--- src/rtl/md_seq_ctrl_pkg.sv ---
// Shared definitions for the multiply/divide sequencer: operation codes,
// FSM state encodings and default widths.
package md_seq_ctrl_pkg;

  localparam int MD_DATA_W    = 32;
  localparam int MD_CNT_W     = 6;
  localparam int MD_OP_LENGTH = 2;

  localparam logic [MD_OP_LENGTH-1:0] MD_OP_MULT  = 2'd0;
  localparam logic [MD_OP_LENGTH-1:0] MD_OP_MULTU = 2'd1;
  localparam logic [MD_OP_LENGTH-1:0] MD_OP_DIV   = 2'd2;
  localparam logic [MD_OP_LENGTH-1:0] MD_OP_DIVU  = 2'd3;

  typedef enum logic [1:0] {
    MD_ST_IDLE = 2'd0,
    MD_ST_MUL  = 2'd1,
    MD_ST_DIV  = 2'd2,
    MD_ST_DONE = 2'd3
  } md_state_e;

  function automatic logic md_op_is_div(input logic [MD_OP_LENGTH-1:0] op);
    return (op == MD_OP_DIV) || (op == MD_OP_DIVU);
  endfunction

  function automatic logic md_op_is_signed(input logic [MD_OP_LENGTH-1:0] op);
    return (op == MD_OP_MULT) || (op == MD_OP_DIV);
  endfunction

endpackage

--- src/rtl/md_div_step.sv ---
// One combinational restoring-divide step on unsigned magnitudes:
// shift the next dividend bit into the remainder and subtract if it fits.
module md_div_step
  import md_seq_ctrl_pkg::*;
#(
  parameter int DATA_W = MD_DATA_W
) (
  input  logic [DATA_W-1:0] i_rem,
  input  logic [DATA_W-1:0] i_quo,
  input  logic [DATA_W-1:0] i_divisor,
  output logic [DATA_W-1:0] o_rem,
  output logic [DATA_W-1:0] o_quo
);

  logic [DATA_W:0] w_trial;
  logic [DATA_W:0] w_diff;
  logic            w_fits;

  // Remainder stays below the divisor, so a clear borrow bit means the trial fits.
  assign w_trial = {i_rem, i_quo[DATA_W-1]};
  assign w_diff  = w_trial - {1'b0, i_divisor};
  assign w_fits  = ~w_diff[DATA_W];

  assign o_rem = w_fits ? w_diff[DATA_W-1:0] : w_trial[DATA_W-1:0];
  assign o_quo = {i_quo[DATA_W-2:0], w_fits};

endmodule

--- src/rtl/md_seq_ctrl.sv ---
// Multi-cycle MULT/MULTU/DIV/DIVU sequencer owning HI/LO, with pipeline stall request.
// Define MD_DIV_EN to include the restoring divider; otherwise DIV/DIVU complete at once with HI/LO unchanged.
module md_seq_ctrl
  import md_seq_ctrl_pkg::*;
#(
  parameter int DATA_W = MD_DATA_W,
  parameter int CNT_W  = MD_CNT_W
) (
  input  logic                    clk,
  input  logic                    rst,
  input  logic                    start,
  input  logic [MD_OP_LENGTH-1:0] md_op,
  input  logic [DATA_W-1:0]       srcA,
  input  logic [DATA_W-1:0]       srcB,
  input  logic                    flush,
  input  logic [1:0]              hilo_we,
  input  logic [DATA_W-1:0]       hilo_wdata,
  output logic                    busy,
  output logic                    stall_req,
  output logic                    done,
  output logic                    div_by_zero,
  output logic [DATA_W-1:0]       hi,
  output logic [DATA_W-1:0]       lo
);

  md_state_e           r_state, w_next_state;
  logic [CNT_W-1:0]    r_cnt;
  logic [DATA_W-1:0]   r_acc_hi, r_acc_lo, r_opnd;
  logic [DATA_W-1:0]   r_hi, r_lo;
  logic                r_neg_res;

  logic                w_is_div, w_a_neg, w_b_neg;
  logic [DATA_W-1:0]   w_a_mag, w_b_mag;
  logic [DATA_W:0]     w_mul_sum;
  logic [DATA_W-1:0]   w_mul_hi, w_mul_lo;
  logic [2*DATA_W-1:0] w_prod, w_prod_fix;

  assign w_is_div = md_op_is_div(md_op);
  assign w_a_neg  = md_op_is_signed(md_op) & srcA[DATA_W-1];
  assign w_b_neg  = md_op_is_signed(md_op) & srcB[DATA_W-1];
  // Unsigned negation maps 0x80000000 onto itself, i.e. the magnitude 2^31.
  assign w_a_mag  = w_a_neg ? -srcA : srcA;
  assign w_b_mag  = w_b_neg ? -srcB : srcB;

  // Shift-add step: acc_hi is the partial product, acc_lo the remaining multiplier bits.
  assign w_mul_sum  = {1'b0, r_acc_hi} + (r_acc_lo[0] ? {1'b0, r_opnd} : '0);
  assign w_mul_hi   = w_mul_sum[DATA_W:1];
  assign w_mul_lo   = {w_mul_sum[0], r_acc_lo[DATA_W-1:1]};
  assign w_prod     = {w_mul_hi, w_mul_lo};
  assign w_prod_fix = r_neg_res ? -w_prod : w_prod;

`ifdef MD_DIV_EN
  logic              r_neg_rem, r_dbz;
  logic              w_b_zero;
  logic [DATA_W-1:0] w_div_rem, w_div_quo, w_quo_fix, w_rem_fix;

  assign w_b_zero = (srcB == '0);

  md_div_step #(.DATA_W(DATA_W)) u_div_step (
    .i_rem     (r_acc_hi),
    .i_quo     (r_acc_lo),
    .i_divisor (r_opnd),
    .o_rem     (w_div_rem),
    .o_quo     (w_div_quo)
  );

  assign w_quo_fix   = r_neg_res ? -w_div_quo : w_div_quo;
  assign w_rem_fix   = r_neg_rem ? -w_div_rem : w_div_rem;
  assign div_by_zero = r_dbz;
`else
  assign div_by_zero = 1'b0;
`endif

  // NOTE: sequential state uses non-blocking assignments so every flop samples pre-edge values.
  always_ff @(posedge clk) begin
    if (rst) r_state <= MD_ST_IDLE;
    else     r_state <= w_next_state;
  end

  // NOTE: give every always_comb output a default first so no path infers a latch.
  always_comb begin
    w_next_state = r_state;
    case (r_state)
      MD_ST_IDLE: begin
        if (start) begin
          if (!w_is_div)      w_next_state = MD_ST_MUL;
`ifdef MD_DIV_EN
          else if (!w_b_zero) w_next_state = MD_ST_DIV;
`endif
          else                w_next_state = MD_ST_DONE;
        end
      end
      MD_ST_MUL, MD_ST_DIV: begin
        if (flush)              w_next_state = MD_ST_IDLE;
        else if (r_cnt == '0)   w_next_state = MD_ST_DONE;
      end
      default: w_next_state = MD_ST_IDLE;
    endcase
  end

  always_comb begin
    busy = 1'b0;
    done = 1'b0;
    case (r_state)
      MD_ST_MUL, MD_ST_DIV: busy = 1'b1;
      MD_ST_DONE:           done = 1'b1;
      default: ;
    endcase
    stall_req = busy | (start & (r_state == MD_ST_IDLE));
  end

  // NOTE: the whole datapath is reset because HI/LO and the counter have architectural reset values.
  always_ff @(posedge clk) begin
    if (rst) begin
      r_cnt     <= '0;
      r_acc_hi  <= '0;
      r_acc_lo  <= '0;
      r_opnd    <= '0;
      r_neg_res <= 1'b0;
      r_hi      <= '0;
      r_lo      <= '0;
`ifdef MD_DIV_EN
      r_neg_rem <= 1'b0;
      r_dbz     <= 1'b0;
`endif
    end else begin
`ifdef MD_DIV_EN
      r_dbz <= 1'b0;
`endif
      case (r_state)
        MD_ST_IDLE: begin
          if (hilo_we[1]) r_hi <= hilo_wdata;
          if (hilo_we[0]) r_lo <= hilo_wdata;
          if (start) begin
            r_cnt     <= CNT_W'(DATA_W - 1);
            r_acc_hi  <= '0;
            r_acc_lo  <= w_is_div ? w_a_mag : w_b_mag;
            r_opnd    <= w_is_div ? w_b_mag : w_a_mag;
            r_neg_res <= w_a_neg ^ w_b_neg;
`ifdef MD_DIV_EN
            r_neg_rem <= w_a_neg;
            r_dbz     <= w_is_div & w_b_zero;
`endif
          end
        end
        MD_ST_MUL: begin
          r_acc_hi <= w_mul_hi;
          r_acc_lo <= w_mul_lo;
          if (r_cnt != '0) r_cnt <= r_cnt - 1'b1;
          else if (!flush) begin
            r_hi <= w_prod_fix[2*DATA_W-1:DATA_W];
            r_lo <= w_prod_fix[DATA_W-1:0];
          end
        end
`ifdef MD_DIV_EN
        MD_ST_DIV: begin
          r_acc_hi <= w_div_rem;
          r_acc_lo <= w_div_quo;
          if (r_cnt != '0) r_cnt <= r_cnt - 1'b1;
          else if (!flush) begin
            r_hi <= w_rem_fix;
            r_lo <= w_quo_fix;
          end
        end
`endif
        MD_ST_DONE: begin
          if (hilo_we[1]) r_hi <= hilo_wdata;
          if (hilo_we[0]) r_lo <= hilo_wdata;
        end
        default: ;
      endcase
    end
  end

  assign hi = r_hi;
  assign lo = r_lo;

endmodule

--- config.mk ---
export PLATFORM = sky130hd
export DESIGN_NAME = md_seq_ctrl
export DESIGN_NICKNAME = d
export VERILOG_FILES = /design/src/rtl/md_seq_ctrl_pkg.sv /design/src/rtl/md_div_step.sv /design/src/rtl/md_seq_ctrl.sv
export SDC_FILE = /design/constraint.sdc
export NUM_CORES = 1
export LEC_CHECK = 0
export ABC_AREA = 1
export CAP_MARGIN = 0
export CORE_MARGIN = 1
export CORE_UTILIZATION = 35
export DETAILED_ROUTE_END_ITERATION = 6
export DONT_BUFFER_PORTS = 1
export SLEW_MARGIN = 10
export SYNTH_ARGS = -nofsm -noshare
export SYNTH_HDL_FRONTEND = slang
export SYNTH_HIERARCHICAL = 1
export SYNTH_SLANG_ARGS = --single-unit
--- constraint.sdc ---
create_clock -name clk -period 2.92 [get_ports clk]
set_clock_uncertainty 0.05 [all_clocks]
set_input_delay 0.146 -clock clk [delete_from_list [all_inputs] [get_ports clk]]
set_output_delay 0.146 -clock clk [all_outputs]
set_load 0.01 [all_outputs]
==> report_table.html, run 1 <==
<table>
<tr><th>Metric</th><th>Value</th></tr>
<tr><th colspan="2">Synth</th></tr>
<tr><td>Number of synthesized flops with an enable pin</td><td>0</td></tr>
<tr><td>Sequential element share of the synthesized area</td><td>0.2393</td></tr>
<tr><td>#FFs+latches synth</td><td>169</td></tr>
<tr><td>Number of warnings printed during yosys synthesis</td><td>6</td></tr>
<tr><td>Flip-flop cell with the highest count after synthesis</td><td>dfxtp_1</td></tr>
<tr><td>Number of library cell types mapped by synthesis</td><td>52</td></tr>
<tr><td>Largest cells by area after synthesis</td><td>dfxtp_1 (24%), nand2_1 (18%), inv_1 (8.9%), nand3_1 (8.2%), a21oi_1 (7.1%)</td></tr>
<tr><td>Area leader, netlist</td><td>dfxtp_1</td></tr>
<tr><td>Most repeated cell in the gate-level netlist after synthesis</td><td>nand2_1</td></tr>
<tr><td>Area share of the leading cell type in the synthesized netlist</td><td>0.2393</td></tr>
<tr><td>Synth Area per Inst</td><td>5.847 um2</td></tr>
<tr><td>Synthesized netlist net count</td><td>2563</td></tr>
<tr><td>Commonest cells in the netlist</td><td>nand2_1 (669), inv_1 (336), nand3_1 (231)</td></tr>
<tr><td>Mapped cell area</td><td>14140 um2</td></tr>
<tr><td>Gate count after technology mapping</td><td>2418</td></tr>
<tr><td>Fraction of registers with async set/reset</td><td>0</td></tr>
<tr><th colspan="2">Drt</th></tr>
<tr><td>Sum of met2 wire segment lengths after detailed routing</td><td>25740 um</td></tr>
<tr><td>Remaining antenna violation count</td><td>0</td></tr>
<tr><td>Routed met3 length</td><td>4187 um</td></tr>
<tr><td>Top layer reached by signal wires</td><td>met5</td></tr>
<tr><td>DRC violation total after the first TritonRoute iteration</td><td>1796</td></tr>
<tr><td>Per-cell via count in the routed design</td><td>5.451</td></tr>
<tr><td>M1 wire length</td><td>25030 um</td></tr>
<tr><td>Final Routed Wirelength</td><td>57320 um</td></tr>
<tr><td>Residual DRC count</td><td>0</td></tr>
<tr><td>Wire per inst</td><td>18.74 um</td></tr>
<tr><td>DR vias</td><td>16670</td></tr>
<tr><td>Number of optimization iterations in the first detailed-route pass</td><td>6</td></tr>
<tr><th colspan="2">Power and ir drop</th></tr>
<tr><td>Largest vdd supply drop</td><td>0.5309 mV</td></tr>
<tr><td>Leakage dissipation</td><td>8.275 nW</td></tr>
<tr><td>Power density normalized to cell area</td><td>767.9 nW/um2</td></tr>
<tr><th colspan="2">Timing</th></tr>
<tr><td>Highest achievable clock rate</td><td>0.3562 GHz</td></tr>
<tr><td>Minimum period implied by the final worst setup slack</td><td>2.807 ns</td></tr>
<tr><td>Max-slew headroom</td><td>0.4513</td></tr>
<tr><td>Total Negative Setup Slacks</td><td>0 ns</td></tr>
<tr><td>Final count of negative-setup-slack endpoints</td><td>0</td></tr>
<tr><td>Actual slew at the worst max-slew pin</td><td>0.8231 ns</td></tr>
<tr><td>RSZ-0062 raised after global routing</td><td>yes</td></tr>
<tr><td>Final worst slack</td><td>0.1126 ns</td></tr>
<tr><td>Final Max Tran Viols</td><td>0</td></tr>
<tr><td>Number of hold-slack violations in the final timing report</td><td>0</td></tr>
<tr><td>Final clock period utilization by the worst path</td><td>0.9614</td></tr>
<tr><th colspan="2">Cells and area</th></tr>
<tr><td>Fraction of layout instances using a drive strength above 1</td><td>0.1982</td></tr>
<tr><td>Net total in the final layout</td><td>2665</td></tr>
<tr><td>Final non-filler cell area</td><td>17730 um2</td></tr>
<tr><td>Util after Layout</td><td>0.4453</td></tr>
<tr><td>Number of diodes added for antenna fixing</td><td>0</td></tr>
<tr><td>Area added between synthesis and finish</td><td>25.43%</td></tr>
<tr><th colspan="2">Clock network</th></tr>
<tr><td>Clock transition at the registers of the reported paths</td><td>0.07 ns</td></tr>
<tr><td>CTS sink count</td><td>169</td></tr>
<tr><td>Clock latency reported for the late side of the worst-skew pair</td><td>0.44 ns</td></tr>
<tr><td>TritonCTS clock tree</td><td>done</td></tr>
<tr><td># H-tree levels</td><td>4</td></tr>
<tr><td>Num CTS Buffers</td><td>17</td></tr>
<tr><td>Library cell used as clock root buffer</td><td>clkbuf_16</td></tr>
<tr><td>Deepest clock path buffer count</td><td>2</td></tr>
<tr><th colspan="2">Placement</th></tr>
<tr><td>Placed wire-length estimate after detailed placement</td><td>44210 um</td></tr>
<tr><td>Worst Setup Slack post-DPL</td><td>-0.07029 ns</td></tr>
<tr><td>Placer Congestion</td><td>0.9986</td></tr>
<tr><td>Total cell area at the placement stage</td><td>15330 um2</td></tr>
<tr><td>Count of input and output buffers</td><td>0</td></tr>
<tr><th colspan="2">Critical path</th></tr>
<tr><td>Type of element launching the critical path</td><td>flip-flop</td></tr>
<tr><td>Logic depth of the worst register-to-register path</td><td>19</td></tr>
<tr><td>Cell repeated most along the worst path</td><td>nand2_1</td></tr>
<tr><td>Crit-path cells</td><td>nand2_1 -&gt; inv_2 -&gt; ha_4 -&gt; fa_2 -&gt; buf_6 -&gt; xor2_2 -&gt; nor2_1 -&gt; nand2_1 -&gt; inv_1 -&gt; nand3_2 -&gt; nor2_2 -&gt; nand2_2 -&gt; nor2_4 -&gt; nand3_2 -&gt; nand2_2 -&gt; nand2_1 -&gt; nand2_1 -&gt; nand3_1 -&gt; a21oi_1</td></tr>
<tr><td>Worst-path maximum fanout</td><td>6</td></tr>
<tr><td>Critical path's slowest cell</td><td>fa_2</td></tr>
<tr><td>CP Capture Type</td><td>flip-flop</td></tr>
<tr><td>WP data arrival</td><td>3.13 ns</td></tr>
<tr><td>CP Class</td><td>flip-flop to flip-flop</td></tr>
<tr><td>Required @ worst endpoint</td><td>3.25 ns</td></tr>
<tr><td>Delay of the slowest cell on the worst path</td><td>0.41 ns</td></tr>
<tr><th colspan="2">Min path</th></tr>
<tr><td>Cell count of the worst hold path</td><td>3</td></tr>
<tr><td>Hold Path Class</td><td>input pin to flip-flop</td></tr>
<tr><th colspan="2">GRT</th></tr>
<tr><td>Number of antenna violations at the first check in global routing</td><td>1</td></tr>
<tr><td>Remaining global-route overflow</td><td>0</td></tr>
<tr><td>All-Layer GR Usage</td><td>0.2682</td></tr>
<tr><td>Global-route wire length before repair</td><td>86340 um</td></tr>
<tr><td>Maximum number of pins on one net before global-route repair</td><td>77</td></tr>
<tr><td>Vias in the first global route</td><td>15296</td></tr>
<tr><th colspan="2">Floorplanning</th></tr>
<tr><td>Core region area</td><td>39820 um2</td></tr>
<tr><td>Starting density of the core</td><td>0.3550</td></tr>
<tr><td>Total die area</td><td>41200 um2</td></tr>
<tr><td>Die Ht</td><td>203.0 um</td></tr>
<tr><td>Cell row count</td><td>73</td></tr>
<tr><td>Boundary Pins</td><td>172</td></tr>
<tr><td>Die Wd</td><td>203.0 um</td></tr>
<tr><th colspan="2">Job</th></tr>
<tr><td>Number of maximum-capacitance violations</td><td>0</td></tr>
<tr><th colspan="2">Outcome</th></tr>
<tr><td>Result of the run</td><td>finished clean</td></tr>
</table>
==> worst max-delay path: cells and delay by family, from the launching register on <==
family                   cells  cell delay (ns)
AO/OA/AOI/OAI                1             0.14
XOR/XNOR                     1             0.19
adder cells (fa/ha/maj)      2             0.56
buffers and inverters        3             0.27
flip-flops                   1             0.39
AND/OR/NAND/NOR             12             1.12
==> registers in the layout, summed over array words and instances, names as in the netlist <==
signal and count:
r_acc_hi 32, r_opnd 32, r_neg_res 1, lo 32, hi 32, r_acc_lo 32, r_state 2, r_cnt 6
==> through the flow <==
stage	cells	hold WS, ns	total power [mW]
finish	3058	0.01049	13.62
global route	3058	0.01180	14.58
CTS	3036	0.0001608	13.05
detailed placement	2957	0.1867	10.64
global placement	2957	0.1860	10.56
floorplan	2418	0.2696	8.289
==> power by group <==
group | internal, mW | switching (mW) | total, mW
registers | 2.99 | 0.773 | 3.77
clock network | 1.14 | 1.16 | 2.30
logic | 2.48 | 5.07 | 7.56
==> cell families (layout without fill, tap and decap cells) <==
group	after synthesis	count (layout)	synth area share
AND/OR/NAND/NOR	1239	1239	0.3869
other	1	1	0.0002652
AO/OA/AOI/OAI	466	466	0.1850
flip-flops	169	169	0.2393
buffers and inverters	453	568	0.1213
XOR/XNOR	49	49	0.03035
adder cells (fa/ha/maj)	41	41	0.03681
==> layer usage <==
metal	up-vias	track usage
met5	-	0
met2	703	0.4291
met1	7741	0.3582
li1	8098	-
met4	2	0.1026
met3	126	0.04526
==> layout by cell type, fill, tap and decap left out, types with 5 or more instances in the layout <==
cell type      count
nand2_1          581
inv_1            307
nand3_1          218
a21oi_1          188
dfxtp_1          167
buf_4            136
o21ai_0          130
nor2_1           125
nand2_2          100
o211ai_1          48
a31oi_1           48
dlygate4sd3_1     45
xor2_1            40
inv_2             35
nor2_2            30
nor2_4            30
nor3_1            29
ha_4              27
nand2_4           26
nand4_1           25
nand3_2           20
clkbuf_16         19
or2_2             15
a21oi_2           14
a221oi_1          12
ha_1              12
nand3b_1          10
o21ai_1           10
xnor2_1            7
nor3_2             6
nor4_1             6
inv_6              6
nand3_4            5
==> path summary, 6_finish.rpt <==
path	start	slack, ns	to
worst min-delay path	md_op[1]	0.01	r_acc_lo[21]$_SDFFE_PP0P_
worst max-delay path	r_acc_lo[0]$_SDFFE_PP0P_	0.11	hi[30]$_SDFFE_PP0P_
worst min register to register	r_opnd[28]$_SDFFE_PP0P_	0.42	r_opnd[28]$_SDFFE_PP0P_
worst max register to register	r_acc_lo[0]$_SDFFE_PP0P_	0.11	hi[30]$_SDFFE_PP0P_
==> timing repair <==
action / CTS / global route
setup endpoints to repair: 15 / 27
buffers inserted: 0 / 19
pin swaps: 1 / 68
gates cloned: 0 / 3
gates resized for setup: 8 / 284
hold buffers: 47 / 0
endpoints found under the hold margin: 157 / 0
==> final cells by class <==
class / instances / area, um2
fillers: 4260 / 22090
multi-input cells: 1796 / 10160
flip-flops and latches: 169 / 3388
repair buffers: 190 / 1652
inverters: 346 / 1301
well taps: 525 / 656.9
clock buffers: 17 / 425.4
clock inverters: 15 / 148.9
Note: power is estimated with default switching activity, not from simulation.
==> run 2, diff against run 1 <==
==> constraint.sdc (replaced) <==
create_clock -name clk -period 2.92 [get_ports clk]
set_clock_uncertainty 0.05 [all_clocks]
set_input_delay 0.584 -clock clk [delete_from_list [all_inputs] [get_ports clk]]
set_output_delay 0.584 -clock clk [all_outputs]
set_load 0.01 [all_outputs]
==> run 2 against run 1 <==
  * Critical path depth grew 2
  * Register-to-register slack got worse by 0.04 ns
  * First-iteration DRC count is 9.1% lower
  * Via count fell by 2.7%
  * Hold slack better by 0.18 ns
  * Combinational power down 3.6%
  * Clock power grew 2%
  * Die area did not move
  * Sequential share of layout area rose by 0.92 points
  * Wire length decreased by 1.6%
  * Critical endpoint is now hi[28]$_SDFFE_PP0P_
==> report_table.html, run 2 (synthesized netlist as in run 1, its figures left out) <==
<table>
<tr><th>Metric</th><th>Value</th></tr>
<tr><th colspan="2">Timing</th></tr>
<tr><td>Final clock period utilization by the worst path</td><td>0.9743 (+0.01283)</td></tr>
<tr><td>Final count of negative-setup-slack endpoints</td><td>0 (unchanged)</td></tr>
<tr><td>Total Negative Setup Slacks</td><td>0 ns (unchanged)</td></tr>
<tr><td>Max-slew headroom</td><td>0.5521 (+0.1008)</td></tr>
<tr><td>Actual slew at the worst max-slew pin</td><td>0.6648 ns (-0.1583 ns)</td></tr>
<tr><td>Number of hold-slack violations in the final timing report</td><td>0 (unchanged)</td></tr>
<tr><td>Minimum period implied by the final worst setup slack</td><td>2.845 ns (+0.03747 ns)</td></tr>
<tr><td>Highest achievable clock rate</td><td>0.3515 GHz (-1.3%)</td></tr>
<tr><td>Final Max Tran Viols</td><td>0 (unchanged)</td></tr>
<tr><td>RSZ-0062 raised after global routing</td><td>yes</td></tr>
<tr><th colspan="2">Power and ir drop</th></tr>
<tr><td>Clock network power share</td><td>0.175 (+0.006)</td></tr>
<tr><td>Internal</td><td>6.525 mW (-1.4%)</td></tr>
<tr><td>Net switching component of the power</td><td>6.883 mW (-1.7%)</td></tr>
<tr><td>Largest vdd supply drop</td><td>0.5347 mV (+0.71%)</td></tr>
<tr><td>Leakage dissipation</td><td>7.950 nW (-3.9%)</td></tr>
<tr><td>Combinational share of power</td><td>0.543 (-0.012)</td></tr>
<tr><td>Part of the total power dissipated in sequential elements</td><td>0.282 (+0.005)</td></tr>
<tr><td>Power density normalized to cell area</td><td>792.6 nW/um2 (+3.2%)</td></tr>
<tr><td>Fraction of power spent switching nets</td><td>0.5134 (-0.0008661)</td></tr>
<tr><th colspan="2">Critical path</th></tr>
<tr><td>CP Class</td><td>flip-flop to flip-flop</td></tr>
<tr><td>Required @ worst endpoint</td><td>3.25 ns (about the same)</td></tr>
<tr><td>WP data arrival</td><td>3.18 ns (+0.05 ns)</td></tr>
<tr><td>Count of buffering cells on the critical path with inverters included</td><td>4 (+1)</td></tr>
<tr><td>Critical path's slowest cell</td><td>dfxtp_4</td></tr>
<tr><td>Type of element launching the critical path</td><td>flip-flop</td></tr>
<tr><td>Crit-path cells</td><td>clkbuf_16 -&gt; nand2_1 -&gt; inv_1 -&gt; ha_4 -&gt; nand2_2 -&gt; nor2_4 -&gt; buf_4 -&gt; nand2_1 -&gt; inv_1 -&gt; nand2_2 -&gt; nand2_1 -&gt; nand2_1 -&gt; nand2_2 -&gt; nand2_1 -&gt; nor2_2 -&gt; nor2_1 -&gt; nor2_2 -&gt; nand2_1 -&gt; nand2_1 -&gt; nand3_1 -&gt; a21oi_2</td></tr>
<tr><td>Worst-path maximum fanout</td><td>14 (+8)</td></tr>
<tr><td>CP Capture Type</td><td>flip-flop</td></tr>
<tr><td>Cell repeated most along the worst path</td><td>nand2_1</td></tr>
<tr><td>Delay of the slowest cell on the worst path</td><td>0.38 ns (-0.03 ns)</td></tr>
<tr><td>Largest delay share family, worst path</td><td>simple AND/OR/NAND/NOR gates</td></tr>
<tr><th colspan="2">GRT</th></tr>
<tr><td>Maximum number of pins on one net before global-route repair</td><td>93 (+21%)</td></tr>
<tr><td>Number of antenna violations at the first check in global routing</td><td>0 (-1)</td></tr>
<tr><td>All-Layer GR Usage</td><td>0.2635 (-0.004716)</td></tr>
<tr><td>Vias in the first global route</td><td>14802 (-3.2%)</td></tr>
<tr><td>Remaining global-route overflow</td><td>0 (unchanged)</td></tr>
<tr><td>Global-route wire length before repair</td><td>84570 um (-2.1%)</td></tr>
<tr><th colspan="2">Job</th></tr>
<tr><td>Number of maximum-capacitance violations</td><td>0 (unchanged)</td></tr>
<tr><th colspan="2">Outcome</th></tr>
<tr><td>Result of the run</td><td>finished clean</td></tr>
<tr><th colspan="2">Cells and area</th></tr>
<tr><td>Commonest cells after routing, fill and taps aside</td><td>nand2_1 (620), inv_1 (328), nand3_1 (222)</td></tr>
<tr><td>Final non-filler cell area</td><td>16920 um2 (-4.6%)</td></tr>
<tr><td>Fraction of layout instances using a drive strength above 1</td><td>0.1679 (-0.03031)</td></tr>
<tr><td>Most common library cell in the layout ignoring fill and taps</td><td>nand2_1</td></tr>
<tr><td>Area added between synthesis and finish</td><td>19.65%</td></tr>
<tr><td>Number of diodes added for antenna fixing</td><td>0 (unchanged)</td></tr>
<tr><td>Net total in the final layout</td><td>2610 (-2.1%)</td></tr>
<tr><th colspan="2">Floorplanning</th></tr>
<tr><td>Die Ht</td><td>203.0 um (unchanged)</td></tr>
<tr><td>Core region area</td><td>39820 um2 (unchanged)</td></tr>
<tr><td>Cell row count</td><td>73 (unchanged)</td></tr>
<tr><td>Die Wd</td><td>203.0 um (unchanged)</td></tr>
<tr><td>Boundary Pins</td><td>172 (unchanged)</td></tr>
<tr><td>Total die area</td><td>41200 um2 (unchanged)</td></tr>
<tr><td>Starting density of the core</td><td>0.3550 (unchanged)</td></tr>
<tr><th colspan="2">Drt</th></tr>
<tr><td>Final Routed Wirelength</td><td>56390 um (-1.6%)</td></tr>
<tr><td>DRC violation total after the first TritonRoute iteration</td><td>1633 (-9.1%)</td></tr>
<tr><td>Number of optimization iterations in the first detailed-route pass</td><td>5 (-1)</td></tr>
<tr><td>Remaining antenna violation count</td><td>0 (unchanged)</td></tr>
<tr><td>Wire per inst</td><td>18.78 um (+0.19%)</td></tr>
<tr><td>DR vias</td><td>16222 (-2.7%)</td></tr>
<tr><td>Per-cell via count in the routed design</td><td>5.402 (-0.91%)</td></tr>
<tr><td>Residual DRC count</td><td>0 (unchanged)</td></tr>
<tr><th colspan="2">Clock network</th></tr>
<tr><td>Clock transition at the registers of the reported paths</td><td>0.08 ns (about the same)</td></tr>
<tr><td>Clock latency reported for the late side of the worst-skew pair</td><td>0.44 ns (about the same)</td></tr>
<tr><td>Num CTS Buffers</td><td>17 (unchanged)</td></tr>
<tr><td># H-tree levels</td><td>4 (unchanged)</td></tr>
<tr><td>CTS sink count</td><td>169 (unchanged)</td></tr>
<tr><td>TritonCTS clock tree</td><td>done</td></tr>
<tr><td>Library cell used as clock root buffer</td><td>clkbuf_16</td></tr>
<tr><td>Deepest clock path buffer count</td><td>2 (unchanged)</td></tr>
<tr><th colspan="2">Placement</th></tr>
<tr><td>Placer Congestion</td><td>0.9996 (+0.10%)</td></tr>
<tr><td>Count of input and output buffers</td><td>0 (unchanged)</td></tr>
<tr><td>Placed wire-length estimate after detailed placement</td><td>44670 um (+1.0%)</td></tr>
<tr><td>Total cell area at the placement stage</td><td>15380 um2 (+0.31%)</td></tr>
<tr><th colspan="2">Min path</th></tr>
<tr><td>Hold Path Class</td><td>input pin to flip-flop</td></tr>
</table>
==> run 2: cell count changes in the layout (fill, tap and decap cells not counted), moves of 4 or more <==
cell	before	now
inv_1	307	328
nand3_1	218	222
nand2_4	26	16
nand2_2	100	71
nand2_1	581	620
buf_4	136	128
nor2_1	125	135
inv_2	35	15
nor2_4	30	22
dlygate4sd3_1	45	0
==> run 2: area by class of cell <==
type	instances	area, um2
multi-input combinational	1796	9882
fill	4340	22910
inverter	346	1299
clock inverter	14	153.9
timing repair buffer	135	1097
clock buffer	18	439.2
tap	525	656.9
sequential	169	3388
==> run 2: path summary, 6_finish.rpt <==
kind,from,slack [ns],depth (start not counted),end
worst max register to register,r_acc_lo[0]$_SDFFE_PP0P_,0.08,21,hi[28]$_SDFFE_PP0P_
worst max-delay path,r_acc_lo[0]$_SDFFE_PP0P_,0.08,21,hi[28]$_SDFFE_PP0P_
worst min-delay path,rst,0.19,1,r_acc_lo[6]$_SDFFE_PP0P_
worst min register to register,r_opnd[27]$_SDFFE_PP0P_,0.42,2,r_opnd[27]$_SDFFE_PP0P_
==> run 2: timing repair <==
item / 4_1_cts / 5_1_grt
hold buffers: 0 / 0
buffers inserted: 0 / 10
endpoints found under the setup margin: 17 / 26
cloned: 0 / 1
gates resized for setup: 8 / 182
pin swaps: 0 / 30
==> run 2: routing by layer <==
layer  wire (um)  GRT usage  share of wire  vias up
li1            -          -              -     7972
met1       24820     0.3520           0.44     7582
met2       26100     0.4324           0.46      591
met3        3812    0.03981          0.068       77
met4        1660    0.08459          0.029        0
met5           0          0              0        -
==> run 2: power by group through the flow <==
stage	Combinational, mW	Clock (mW)	Sequential (mW)
2_1_floorplan	4.75	0	3.54
6_report	7.29	2.34	3.78
4_1_cts	6.90	2.36	3.74
3_3_place_gp	6.81	0	3.78
3_5_place_dp	6.88	0	3.79
5_1_grt	7.96	2.46	3.84
==> run 2: through the flow <==
| stage | setup slack [ns] | total power [mW] | util | cells | hold WS, ns |
|---|---|---|---|---|---|
| after floorplan | 0.04389 | 8.289 | - | 2418 | 0.3953 |
| after global placement | -0.2463 | 10.58 | 0.3862 | 2960 | 0.4047 |
| after detailed placement | -0.2480 | 10.67 | 0.3862 | 2960 | 0.4049 |
| after CTS | -0.007193 | 13.01 | 0.4018 | 2992 | 0.1614 |
| after global routing | -0.09636 | 14.27 | 0.4248 | 3003 | 0.1670 |
| final | 0.07510 | 13.41 | 0.4248 | 3003 | 0.1886 |
==> run 3, diff against run 2 <==
Settings changed: PLACE_DENSITY_LB_ADDON set to 0.2.
==> run 3 against run 2 <==
  * Worst setup slack improved by 0.031 ns
  * Cell count increased by 0.77%
  * First-iteration DRC count shrank 6.8%
  * Global-route usage grew 0.78 points
  * Register-to-register slack improved by 0.03 ns
==> report_table.html, run 3 (synthesized netlist as in run 1, its figures left out) <==
<table>
<tr><th>Metric</th><th>Value</th></tr>
<tr><th colspan="2">GRT</th></tr>
<tr><td>Global-route wire length before repair</td><td>86230 um (+2.0%)</td></tr>
<tr><td>Number of antenna violations at the first check in global routing</td><td>1 (+1)</td></tr>
<tr><td>Remaining global-route overflow</td><td>0 (unchanged)</td></tr>
<tr><td>All-Layer GR Usage</td><td>0.2713 (+0.007802)</td></tr>
<tr><td>Maximum number of pins on one net before global-route repair</td><td>92 (-1.1%)</td></tr>
<tr><td>Vias in the first global route</td><td>15046 (+1.6%)</td></tr>
<tr><th colspan="2">Placement</th></tr>
<tr><td>Placed wire-length estimate after detailed placement</td><td>45180 um (+1.1%)</td></tr>
<tr><td>Count of input and output buffers</td><td>0 (unchanged)</td></tr>
<tr><td>Placer Congestion</td><td>0.9876 (-1.2%)</td></tr>
<tr><td>Worst Setup Slack post-DPL</td><td>-0.1038 ns (+0.1443 ns)</td></tr>
<tr><td>Total cell area at the placement stage</td><td>15500 um2 (+0.78%)</td></tr>
<tr><th colspan="2">Power and ir drop</th></tr>
<tr><td>Largest vdd supply drop</td><td>0.5453 mV (+2.0%)</td></tr>
<tr><td>Post-layout power</td><td>13.48 mW (+0.57%)</td></tr>
<tr><td>Power density normalized to cell area</td><td>776.8 nW/um2 (-2.0%)</td></tr>
<tr><td>Leakage dissipation</td><td>8.115 nW (+2.1%)</td></tr>
<tr><th colspan="2">Critical path</th></tr>
<tr><td>Timing startpoint of the critical path</td><td>r_acc_lo[0]$_SDFFE_PP0P_</td></tr>
<tr><td>CP Class</td><td>flip-flop to flip-flop</td></tr>
<tr><td>CP Capture Type</td><td>flip-flop</td></tr>
<tr><td>Required @ worst endpoint</td><td>3.21 ns (-0.04 ns)</td></tr>
<tr><td>Worst-path maximum fanout</td><td>14 (unchanged)</td></tr>
<tr><td>WP data arrival</td><td>3.10 ns (-0.08 ns)</td></tr>
<tr><td>Launch instance of the worst register-to-register path</td><td>r_acc_lo[0]$_SDFFE_PP0P_</td></tr>
<tr><td>Type of element launching the critical path</td><td>flip-flop</td></tr>
<tr><th colspan="2">Floorplanning</th></tr>
<tr><td>Cell row count</td><td>73 (unchanged)</td></tr>
<tr><td>Total die area</td><td>41200 um2 (unchanged)</td></tr>
<tr><td>Boundary Pins</td><td>172 (unchanged)</td></tr>
<tr><td>Core region area</td><td>39820 um2 (unchanged)</td></tr>
<tr><td>Die Wd</td><td>203.0 um (unchanged)</td></tr>
<tr><td>Die Ht</td><td>203.0 um (unchanged)</td></tr>
<tr><td>Starting density of the core</td><td>0.3550 (unchanged)</td></tr>
<tr><th colspan="2">Timing</th></tr>
<tr><td>RSZ-0062 raised after global routing</td><td>yes</td></tr>
<tr><td>Actual slew at the worst max-slew pin</td><td>0.8297 ns (+0.1650 ns)</td></tr>
<tr><td>Highest achievable clock rate</td><td>0.3554 GHz (+1.1%)</td></tr>
<tr><td>Max-slew headroom</td><td>0.4468 (-0.1053)</td></tr>
<tr><td>Minimum period implied by the final worst setup slack</td><td>2.814 ns (-0.03077 ns)</td></tr>
<tr><td>Final count of negative-setup-slack endpoints</td><td>0 (unchanged)</td></tr>
<tr><td>Final Max Tran Viols</td><td>0 (unchanged)</td></tr>
<tr><td>Number of hold-slack violations in the final timing report</td><td>0 (unchanged)</td></tr>
<tr><td>Final worst slack</td><td>0.1059 ns (+0.03077 ns)</td></tr>
<tr><td>Final clock period utilization by the worst path</td><td>0.9637 (-0.01054)</td></tr>
<tr><th colspan="2">Cells and area</th></tr>
<tr><td>Number of diodes added for antenna fixing</td><td>0 (unchanged)</td></tr>
<tr><td>Fraction of layout instances using a drive strength above 1</td><td>0.2039 (+0.03604)</td></tr>
<tr><td>Final-layout fill cell count</td><td>4303 (-0.85%)</td></tr>
<tr><td>Net total in the final layout</td><td>2633 (+0.88%)</td></tr>
<tr><td>Most common library cell in the layout ignoring fill and taps</td><td>nand2_1</td></tr>
<tr><td>Commonest cells after routing, fill and taps aside</td><td>nand2_1 (582), inv_1 (313), nand3_1 (220)</td></tr>
<tr><td>Area added between synthesis and finish</td><td>22.77%</td></tr>
<tr><td>Final non-filler cell area</td><td>17360 um2 (+2.6%)</td></tr>
<tr><th colspan="2">Clock network</th></tr>
<tr><td>CTS Hold Bufs</td><td>0 (unchanged)</td></tr>
<tr><td>Clock latency reported for the late side of the worst-skew pair</td><td>0.46 ns (+0.02 ns)</td></tr>
<tr><td>Num CTS Buffers</td><td>17 (unchanged)</td></tr>
<tr><td>Clock transition at the registers of the reported paths</td><td>0.07 ns (about the same)</td></tr>
<tr><td>CTS sink count</td><td>169 (unchanged)</td></tr>
<tr><td>Deepest clock path buffer count</td><td>2 (unchanged)</td></tr>
<tr><td># H-tree levels</td><td>4 (unchanged)</td></tr>
<tr><td>Library cell used as clock root buffer</td><td>clkbuf_16</td></tr>
<tr><td>TritonCTS clock tree</td><td>done</td></tr>
<tr><th colspan="2">Drt</th></tr>
<tr><td>Final Routed Wirelength</td><td>57420 um (+1.8%)</td></tr>
<tr><td>Per-cell via count in the routed design</td><td>5.371 (-0.57%)</td></tr>
<tr><td>Wire per inst</td><td>18.98 um (+1.0%)</td></tr>
<tr><td>DR vias</td><td>16253 (+0.19%)</td></tr>
<tr><td>Remaining antenna violation count</td><td>0 (unchanged)</td></tr>
<tr><td>Residual DRC count</td><td>0 (unchanged)</td></tr>
<tr><td>Number of optimization iterations in the first detailed-route pass</td><td>7 (+2)</td></tr>
<tr><td>DRC violation total after the first TritonRoute iteration</td><td>1522 (-6.8%)</td></tr>
<tr><th colspan="2">Min path</th></tr>
<tr><td>Startpoint of the lowest-slack hold path</td><td>rst</td></tr>
<tr><td>Hold Path Class</td><td>input pin to flip-flop</td></tr>
<tr><th colspan="2">Outcome</th></tr>
<tr><td>Result of the run</td><td>finished clean</td></tr>
<tr><th colspan="2">Job</th></tr>
<tr><td>Number of maximum-capacitance violations</td><td>0 (unchanged)</td></tr>
</table>
run 3: final cells by class:
class | count | area (um2) | share of cell area
Timing Repair Buffer | 158 | 1270 | 0.07316
Clock buffer | 19 | 442.9 | 0.02552
Inverter | 346 | 1299 | 0.07482
Sequential cell | 169 | 3388 | 0.1952
Tap cell | 525 | 656.9 | 0.03784
Multi-Input combinational cell | 1796 | 10160 | 0.5856
Clock inverter | 13 | 136.4 | 0.007857
run 3: metal layers:
| layer | GRT usage | wire length [um] |
|---|---|---|
| met4 | 0.1114 | 2063 |
| met2 | 0.4382 | 26220 |
| met5 | 0 | 11 |
| met1 | 0.3518 | 25260 |
| met3 | 0.05281 | 3866 |
run 3: path summary, 6_finish.rpt:
kind	endpoint	slack, ns	cells after the start
worst max register to register	hi[19]$_SDFFE_PP0P_	0.11	19
worst max-delay path	hi[19]$_SDFFE_PP0P_	0.11	19
worst min register to register	r_opnd[14]$_SDFFE_PP0P_	0.42	2
worst min-delay path	r_cnt[4]$_SDFFE_PP0P_	0.18	1
run 3: report_power, final:
part | internal (mW) | switching (mW)
registers | 2.99 | 0.807
clock network | 1.22 | 1.11
logic | 2.41 | 4.94
run 3: timing repair:
action,CTS,global route
setup buffers,1,16
pin swaps,1,64
endpoints found under the setup margin,12,24
hold endpoints to repair,0,0
gates resized for setup,12,265
gates cloned,0,1
run 3: metrics by stage:
| step | util | instances | setup TNS (ns) | hold slack, ns |
|---|---|---|---|---|
| final | 0.4359 | 3026 | 0 | 0.1792 |
| after global routing | 0.4359 | 3026 | -0.4120 | 0.1565 |
| after CTS | 0.4051 | 3009 | -0.005998 | 0.1504 |
| after detailed placement | 0.3892 | 2976 | -0.2198 | 0.4064 |
| after global placement | 0.3892 | 2976 | -0.2290 | 0.4041 |
| after floorplan | - | 2418 | 0 | 0.3953 |
run 3: critical path, cell delays in order (launching register included):
cell and delay (ns):
dfxtp_4 0.37, clkbuf_16 0.17, nand2_1 0.06, inv_1 0.06, ha_4 0.30, nand2_2 0.08, nor2_1 0.10, nand3_1 0.12
nand2_2 0.15, nand2_2 0.08, nand2_2 0.09, nand2_2 0.08, nand2_4 0.13, nand2_2 0.09, nor2_4 0.10, nand3_4 0.13
o21ai_4 0.21, a21oi_1 0.08, o21ai_0 0.13, a21oi_1 0.11
